`config.mk`:
```
export PLATFORM = sky130hd
export DESIGN_NAME = multi_prescale_counter
export DESIGN_NICKNAME = d
export VERILOG_FILES = /design/src/rtl/mpc_pkg.sv /design/src/rtl/mpc_channel.sv /design/src/rtl/multi_prescale_counter.sv
export SDC_FILE = /design/constraint.sdc
export NUM_CORES = 1
export LEC_CHECK = 0
export ABC_AREA = 1
export CORE_AREA = 4 4 166 168
export CTS_BUF_LIST = sky130_fd_sc_hd__clkbuf_4 sky130_fd_sc_hd__clkbuf_8
export CTS_CLUSTER_DIAMETER = 60
export DETAILED_ROUTE_END_ITERATION = 10
export DIE_AREA = 0 0 170 172
export PLACE_DENSITY = 0.63
export SLEW_MARGIN = 10
export SYNTH_ARGS = -nofsm -noshare
export SYNTH_HDL_FRONTEND = slang
export SYNTH_SLANG_ARGS = --single-unit
```
`constraint.sdc`:
```
create_clock -name Clk -period 4.5 [get_ports Clk]
set_clock_uncertainty 0.2 [all_clocks]
set_input_delay 0.45 -clock Clk [delete_from_list [all_inputs] [get_ports Clk]]
set_output_delay 0.45 -clock Clk [all_outputs]
set_load 0.05 [all_outputs]
```
`src/rtl/mpc_pkg.sv`:
```
// Shared constants and helpers for the multi_prescale_counter bank.
package mpc_pkg;

    localparam logic MODE_WRAP = 1'b0;
    localparam logic MODE_SAT  = 1'b1;

    localparam int DEF_WIDTH      = 64;
    localparam int DEF_CHANNELS   = 2;
    localparam int DEF_PRESCALE_W = 8;
    localparam int DEF_RESET_DIV  = 0;

    // A single-channel bank still needs a one-bit select port.
    function automatic int sel_width(input int channels);
        return (channels > 1) ? $clog2(channels) : 1;
    endfunction

endpackage

```
`src/rtl/mpc_channel.sv`:
```
// One counter channel: programmable prescaler, wrap/saturate counter,
// sticky overflow flag and a terminal-event tick pulse.
module mpc_channel
    import mpc_pkg::*;
#(
    parameter int WIDTH      = DEF_WIDTH,
    parameter int PRESCALE_W = DEF_PRESCALE_W,
    parameter int RESET_DIV  = DEF_RESET_DIV
)(
    input  logic                  Clk,
    input  logic                  Reset,
    input  logic                  hit,
    input  logic                  en,
    input  logic                  clr,
    input  logic                  cfg_we,
    input  logic [PRESCALE_W-1:0] div_in,
    input  logic                  sat,
    output logic [WIDTH-1:0]      cnt,
    output logic                  ovf,
    output logic                  tick
);

    localparam logic [WIDTH-1:0] CNT_MAX = '1;

    logic [PRESCALE_W-1:0] pre;
    logic [PRESCALE_W-1:0] div;

    always_ff @(posedge Clk) begin
        if (Reset) begin
            cnt  <= '0;
            pre  <= '0;
            div  <= PRESCALE_W'(RESET_DIV);
            ovf  <= 1'b0;
            tick <= 1'b0;
        end else begin
            tick <= 1'b0;
            // Clear beats configuration, which beats counting.
            if (hit && clr) begin
                cnt <= '0;
                pre <= '0;
                ovf <= 1'b0;
            end else if (hit && cfg_we) begin
                div <= div_in;
                pre <= '0;
            end else if (hit && en) begin
                if (pre == div) begin
                    pre  <= '0;
                    tick <= 1'b1;
                    if (cnt != CNT_MAX) begin
                        cnt <= cnt + 1'b1;
                    end else begin
                        ovf <= 1'b1;
                        if (sat != MODE_SAT) cnt <= '0;
                    end
                end else begin
                    pre <= pre + 1'b1;
                end
            end
        end
    end

endmodule

```
`src/rtl/multi_prescale_counter.sv`:
```
// Bank of independent prescaled event counters addressed one channel per cycle.
// Optional MPC_SNAPSHOT_EN adds a Snap input and a Snapshot capture register.
module multi_prescale_counter
    import mpc_pkg::*;
#(
    parameter int WIDTH      = DEF_WIDTH,
    parameter int CHANNELS   = DEF_CHANNELS,
    parameter int PRESCALE_W = DEF_PRESCALE_W,
    parameter int RESET_DIV  = DEF_RESET_DIV,
    localparam int SEL_W     = sel_width(CHANNELS)
)(
    input  logic                      Clk,
    input  logic                      Reset,
    input  logic                      En,
    input  logic [SEL_W-1:0]          Sel,
    input  logic                      Clr,
    input  logic                      CfgWe,
    input  logic [PRESCALE_W-1:0]     Div,
    input  logic                      Sat,
`ifdef MPC_SNAPSHOT_EN
    input  logic                      Snap,
    output logic [CHANNELS*WIDTH-1:0] Snapshot,
`endif
    output logic [CHANNELS*WIDTH-1:0] Count,
    output logic [CHANNELS-1:0]       Ovf,
    output logic [CHANNELS-1:0]       Tick
);

    logic [WIDTH-1:0] cnt_w [CHANNELS];

    // Out-of-range selects match no channel, so every command is ignored.
    for (genvar c = 0; c < CHANNELS; c++) begin : g_ch
        logic hit;
        assign hit = (Sel == SEL_W'(c));

        mpc_channel #(
            .WIDTH      (WIDTH),
            .PRESCALE_W (PRESCALE_W),
            .RESET_DIV  (RESET_DIV)
        ) u_channel (
            .Clk    (Clk),
            .Reset  (Reset),
            .hit    (hit),
            .en     (En),
            .clr    (Clr),
            .cfg_we (CfgWe),
            .div_in (Div),
            .sat    (Sat),
            .cnt    (cnt_w[c]),
            .ovf    (Ovf[c]),
            .tick   (Tick[c])
        );

        assign Count[c*WIDTH +: WIDTH] = cnt_w[c];
    end

`ifdef MPC_SNAPSHOT_EN
    // Captures the counts as they stood before the edge that also applies any update.
    always_ff @(posedge Clk) begin
        if (Reset) begin
            Snapshot <= '0;
        end else if (Snap) begin
            Snapshot <= Count;
        end
    end
`endif

endmodule

```
* Word level (Yosys, flattened, before mapping) *
Index checks and enable logic that the tools add are counted.

operators by class
  $add $sub $neg = 4
  equality and inequality tests = 6
  mux-type cells = 7
  bitwise logic cells = 9
  reduce and logical (&&, ||, !) cells = 18

operators by type and width
  cell                                                                     number
  64-bit two-way mux                                                       3
  64-bit by 1-bit adder with 64-bit output, second input constant          2
  64-bit inequality test, second input constant                            2
  8-bit by 1-bit adder with 8-bit output, second input constant            2
  8-bit equality test                                                      2
  8-bit two-way mux                                                        2
  4-bit AND reduction                                                      4
  1-bit inverter                                                           9
  4-bit OR reduction                                                       2
  1-bit logical AND                                                        6
  3-bit OR reduction                                                       2
  2-bit by 1-bit inequality test with 1-bit output, second input constant  2
  2-bit AND reduction                                                      2
  2-bit OR reduction                                                       2
  1-bit two-way mux                                                        2

word-level totals
  bits in registers = 164
  output and inout port bits = 132
  logic and storage cells = 54

* Longest topological paths before layout *
  word-level depth = 4
  gate-level depth with buffers = 14
  gate-level depth less buffers = 13

* Cells and area by module *
Synthesis repeated with hierarchy kept, for this count alone.

second synthesis, totals
  cells, all modules = 2099
  area total of the unflattened synthesis = 11732.5 um^2

modules (own cells, without submodules)
  module                  instances  cells each  area an instance (um^2)  seq. area each (um^2)
  mpc_channel             2          1049        5864.4                   1641.6
  multi_prescale_counter  1          1           3.8                      0.0

* Worst setup path after synthesis *
No wires, ideal clock.

  path kind = reg-to-reg
  start = register g_ch[1].u_channel.cnt[0]
  end = register g_ch[1].u_channel.cnt[4]
  library setup time = 132 ps
  data arrival time = 2336 ps
  slack = 1832 ps
  cell stages (with the launch flop) = 13
  path buffers = 2
  cells stage by stage = dfxtp_1 > ha_1 > nand2_2 > nor2_4 > nand2_2 > nor2_4 > nand2_4 > nor2_8 > nand2_4 > buf_6 > buf_6 > nand3b_1 > a21oi_1

between the ends
  word-level cells in the longest chain between the ends = 3
  elaborated cells on any way between the ends = 5
  those cells by class = 1 x add/sub; 2 x eq/ne; 1 x mux; 1 x reduce/logical

RTL lines
  what                                                                                              line               text
  start, declared                                                                                   mpc_channel.sv:18  output logic [WIDTH-1:0] cnt,
  start signal, assigned                                                                            mpc_channel.sv:50  cnt <= cnt + 1'b1;
  parallel branches: the longest is 3 deep, another holds 64-bit by 1-bit adder with 64-bit output  n/a

Several ways; the timed one is not identified.
A chain may end at the register's enable or synchronous reset.

* Final worst setup path *
  start = register g_ch[1].u_channel.cnt[0]
  end = register g_ch[1].u_channel.cnt[37]

The elaborated chain is that of the path after synthesis.

==> reports/metrics.yaml <==
status: "completed"
synth.most_common_cell: "nand2_1"
ant_nets: 0
insertedDiodeCount: 0
max-slew-margin-rel_pct: 45.06
worstMarginPinSlew_ps: 822.1
holdPathStages: 2
crit_type: "flip-flop to flip-flop"
hold_violations: 0
grt_pass1_vias: 12080
cts.clk_slew.worst_paths_ps: 110
ys.flop_type: "dfxtp_1"
die_h_um: 172
drt-wirelength-per-cell_um: 15.01
slew_viol_final: 0
n_fill_cell: 2810
drt-pass1-iter-count: 6
timing.rr.start: "g_ch[1].u_channel.cnt[0]$_SDFFE_PP0P_"
drv_cap: 0
ir_worst_vdd_mv: 0.1679
netlist_area_mm2: 0.01156
io_pins: 147
critPathArrivalTime_ps: 3430
leakagePower_uw: 0.005153
r2r_end: "g_ch[1].u_channel.cnt[37]$_SDFFE_PP0P_"
ys_top_cells_by_area: "dfxtp_1, nand2_1, nor2_1"
postCtsSetupBuffers: 0
drc_errors: 0
seq_area_frac_synth_pct: 28.39
synth_common_cells: "nand2_1, nor2_1, inv_1"
worstSetupEndpointType: "flip-flop"
hold_start: "g_ch[0].u_channel.div[4]$_SDFFE_PP0P_"
ys_async_sr_fraction_pct: 0
final_util_pct: 52.53
r2r_setup_slack_ps: 1230
fin_crit_sh_pct: 72.61
gp_congestion: 0.9569
fmax_mhz: 306.1
yosysUniqueCellTypes: 31
synth_fp_nets: 2104
pre_cts_ws_ps: 1237
ctsHoldBuffers: 0
cp.required_ps: 4660
clockBufferDepth: 2
yosysTopAreaCellShare_pct: 28.39
min_period_ps: 3267
setup_slack_ps: 1233
cp-start-kind: "flip-flop"
syn2layout_area_growth_pct: 17.69
routed_via_density: 5.072
clkLatencyLatePin_ps: 470
numCtsBuffers: 17
htreeDepth: 4
grt_max_degree: 64
syn_inst: 2085
drive_above_1_share_pct: 3.173
die_x_um: 170
core_mm2: 0.02591
antenna_found_initial: 0
drtIter0Drc: 1137
wl_um: 38150
port_buffers: 146
die_area_mm2: 0.02924
cp_max_fo: 55
overflow: 0
fin_nets: 2212
grt_first_pass_wirelength_um: 61980
grtUsageTotal_pct: 26.03
rows: 59
dpl.hpwl_um: 28520
cts_tree: "yes"
synth_edf_count: 0
min_to: "g_ch[0].u_channel.div[4]$_SDFFE_PP0P_"
synth_warnings: 0
synth_area_leader_cell: "dfxtp_1"
cts_sinks: 164
cp-startpoint: "g_ch[1].u_channel.cnt[0]$_SDFFE_PP0P_"
setup_tns_ps: 0
r2r_cells: 13
finalSetupViolCount: 0
root_buffer: "clkbuf_8"
powerDensity_mw_per_mm2: 214.5
num_vias: 12890
ys_seq_elements: 164
initial_utilization_pct: 44.63
syn_area_per_cell_um2: 5.547
rsz0062_at_grt: "no"
cts_resized: 0
min_path_type: "flip-flop to flip-flop"
worst max-delay path by stage:
stage / end / slack, ps
6_report: g_ch[1].u_channel.cnt[37]$_SDFFE_PP0P_ / 1230
3_3_place_gp: g_ch[0].u_channel.cnt[27]$_SDFFE_PP0P_ / 1280
3_5_place_dp: g_ch[0].u_channel.cnt[40]$_SDFFE_PP0P_ / 1240
4_1_cts: g_ch[1].u_channel.cnt[37]$_SDFFE_PP0P_ / 1230
2_1_floorplan: g_ch[1].u_channel.cnt[4]$_SDFFE_PP0P_ / 1830
5_1_grt: g_ch[1].u_channel.cnt[61]$_SDFFE_PP0P_ / 940
report_power, final:
part	internal [uW]	switching [uW]	total, uW
logic	52.8	120	173
registers	1460	9.17	1470
clock network	622	654	1280
total	2140	784	2920
per-stage QoR:
step | hold WS [ps] | area, um^2 | total power, uW | cells
5_1_grt | 305.5 | 13610 | 3028 | 2541
2_1_floorplan | 238.0 | 11560 | 1623 | 2085
6_report | 290.9 | 13610 | 2920 | 2541
4_1_cts | 290.3 | 13610 | 2945 | 2541
3_3_place_gp | 263.7 | 13160 | 1676 | 2509
3_5_place_dp | 273.4 | 13160 | 1677 | 2509
worst max-delay path, stage by stage, from the launching register on:
cell and delay [ps]:
dfxtp_1 540, ha_1 390, nand2_2 130, nor2_4 150, nand2_2 120, nor2_4 200, nand2_4 120, nor2_8 280
nand2_4 300, buf_4 410, nand3_1 160, nand2_1 60, inv_1 50, nor2_1 30
area by class of cell:
type                    instances  area, um^2  area share (%)
clock buffers                  17       234.0           1.719
well taps                     335       419.2           3.080
repair buffers                155        1541           11.33
inverters                     295        1107           8.136
flip-flops and latches        164        3283           24.12
multi-input cells            1560        6813           50.05
clock inverters                15       212.7           1.563
layer usage:
metal,share of wire (%),track usage (%),wire length (um)
met1,45,34.42,17260
met3,5.0,3.475,1894
met2,47,43.85,17840
met4,3.0,9.167,1157
met5,0,0,0
placed cells by master (no fill, tap or decap), drive strengths merged:
| master | synthesis | routed |
|---|---|---|
| a211oi | 2 | 2 |
| a21oi | 100 | 100 |
| a31o | 1 | 1 |
| and2 | 4 | 4 |
| buf | 42 | 9 |
| bufinv | 0 | 4 |
| clkbuf | 24 | 17 |
| clkdlybuf4s50 | 0 | 146 |
| clkinv | 11 | 13 |
| clkinvlp | 0 | 1 |
| dfxtp | 164 | 164 |
| ha | 4 | 4 |
| inv | 284 | 292 |
| nand2 | 651 | 651 |
| nand3 | 203 | 203 |
| nand3b | 15 | 15 |
| nand4 | 28 | 28 |
| nor2 | 443 | 443 |
| nor3 | 26 | 26 |
| nor3b | 3 | 3 |
| o21ai | 52 | 52 |
| o21bai | 5 | 5 |
| xnor2 | 13 | 13 |
| xor2 | 10 | 10 |
kinds of logic after synthesis:
kind of cell	Yosys count	share of synthesized area [%]
flops	164	28.39
xor+xnor	23	1.742
simple gates	1373	49.42
buf+inv	361	12.84
compound gates	160	7.173
fa+ha+maj	4	0.4328
flip-flops by register name, indices dropped and copies added (netlist names):
signal,flops
g_ch.u_channel.cnt,128
g_ch.u_channel.div,16
g_ch.u_channel.ovf,2
g_ch.u_channel.pre,16
g_ch.u_channel.tick,2
No activity file was read; power rests on OpenSTA's default activity.
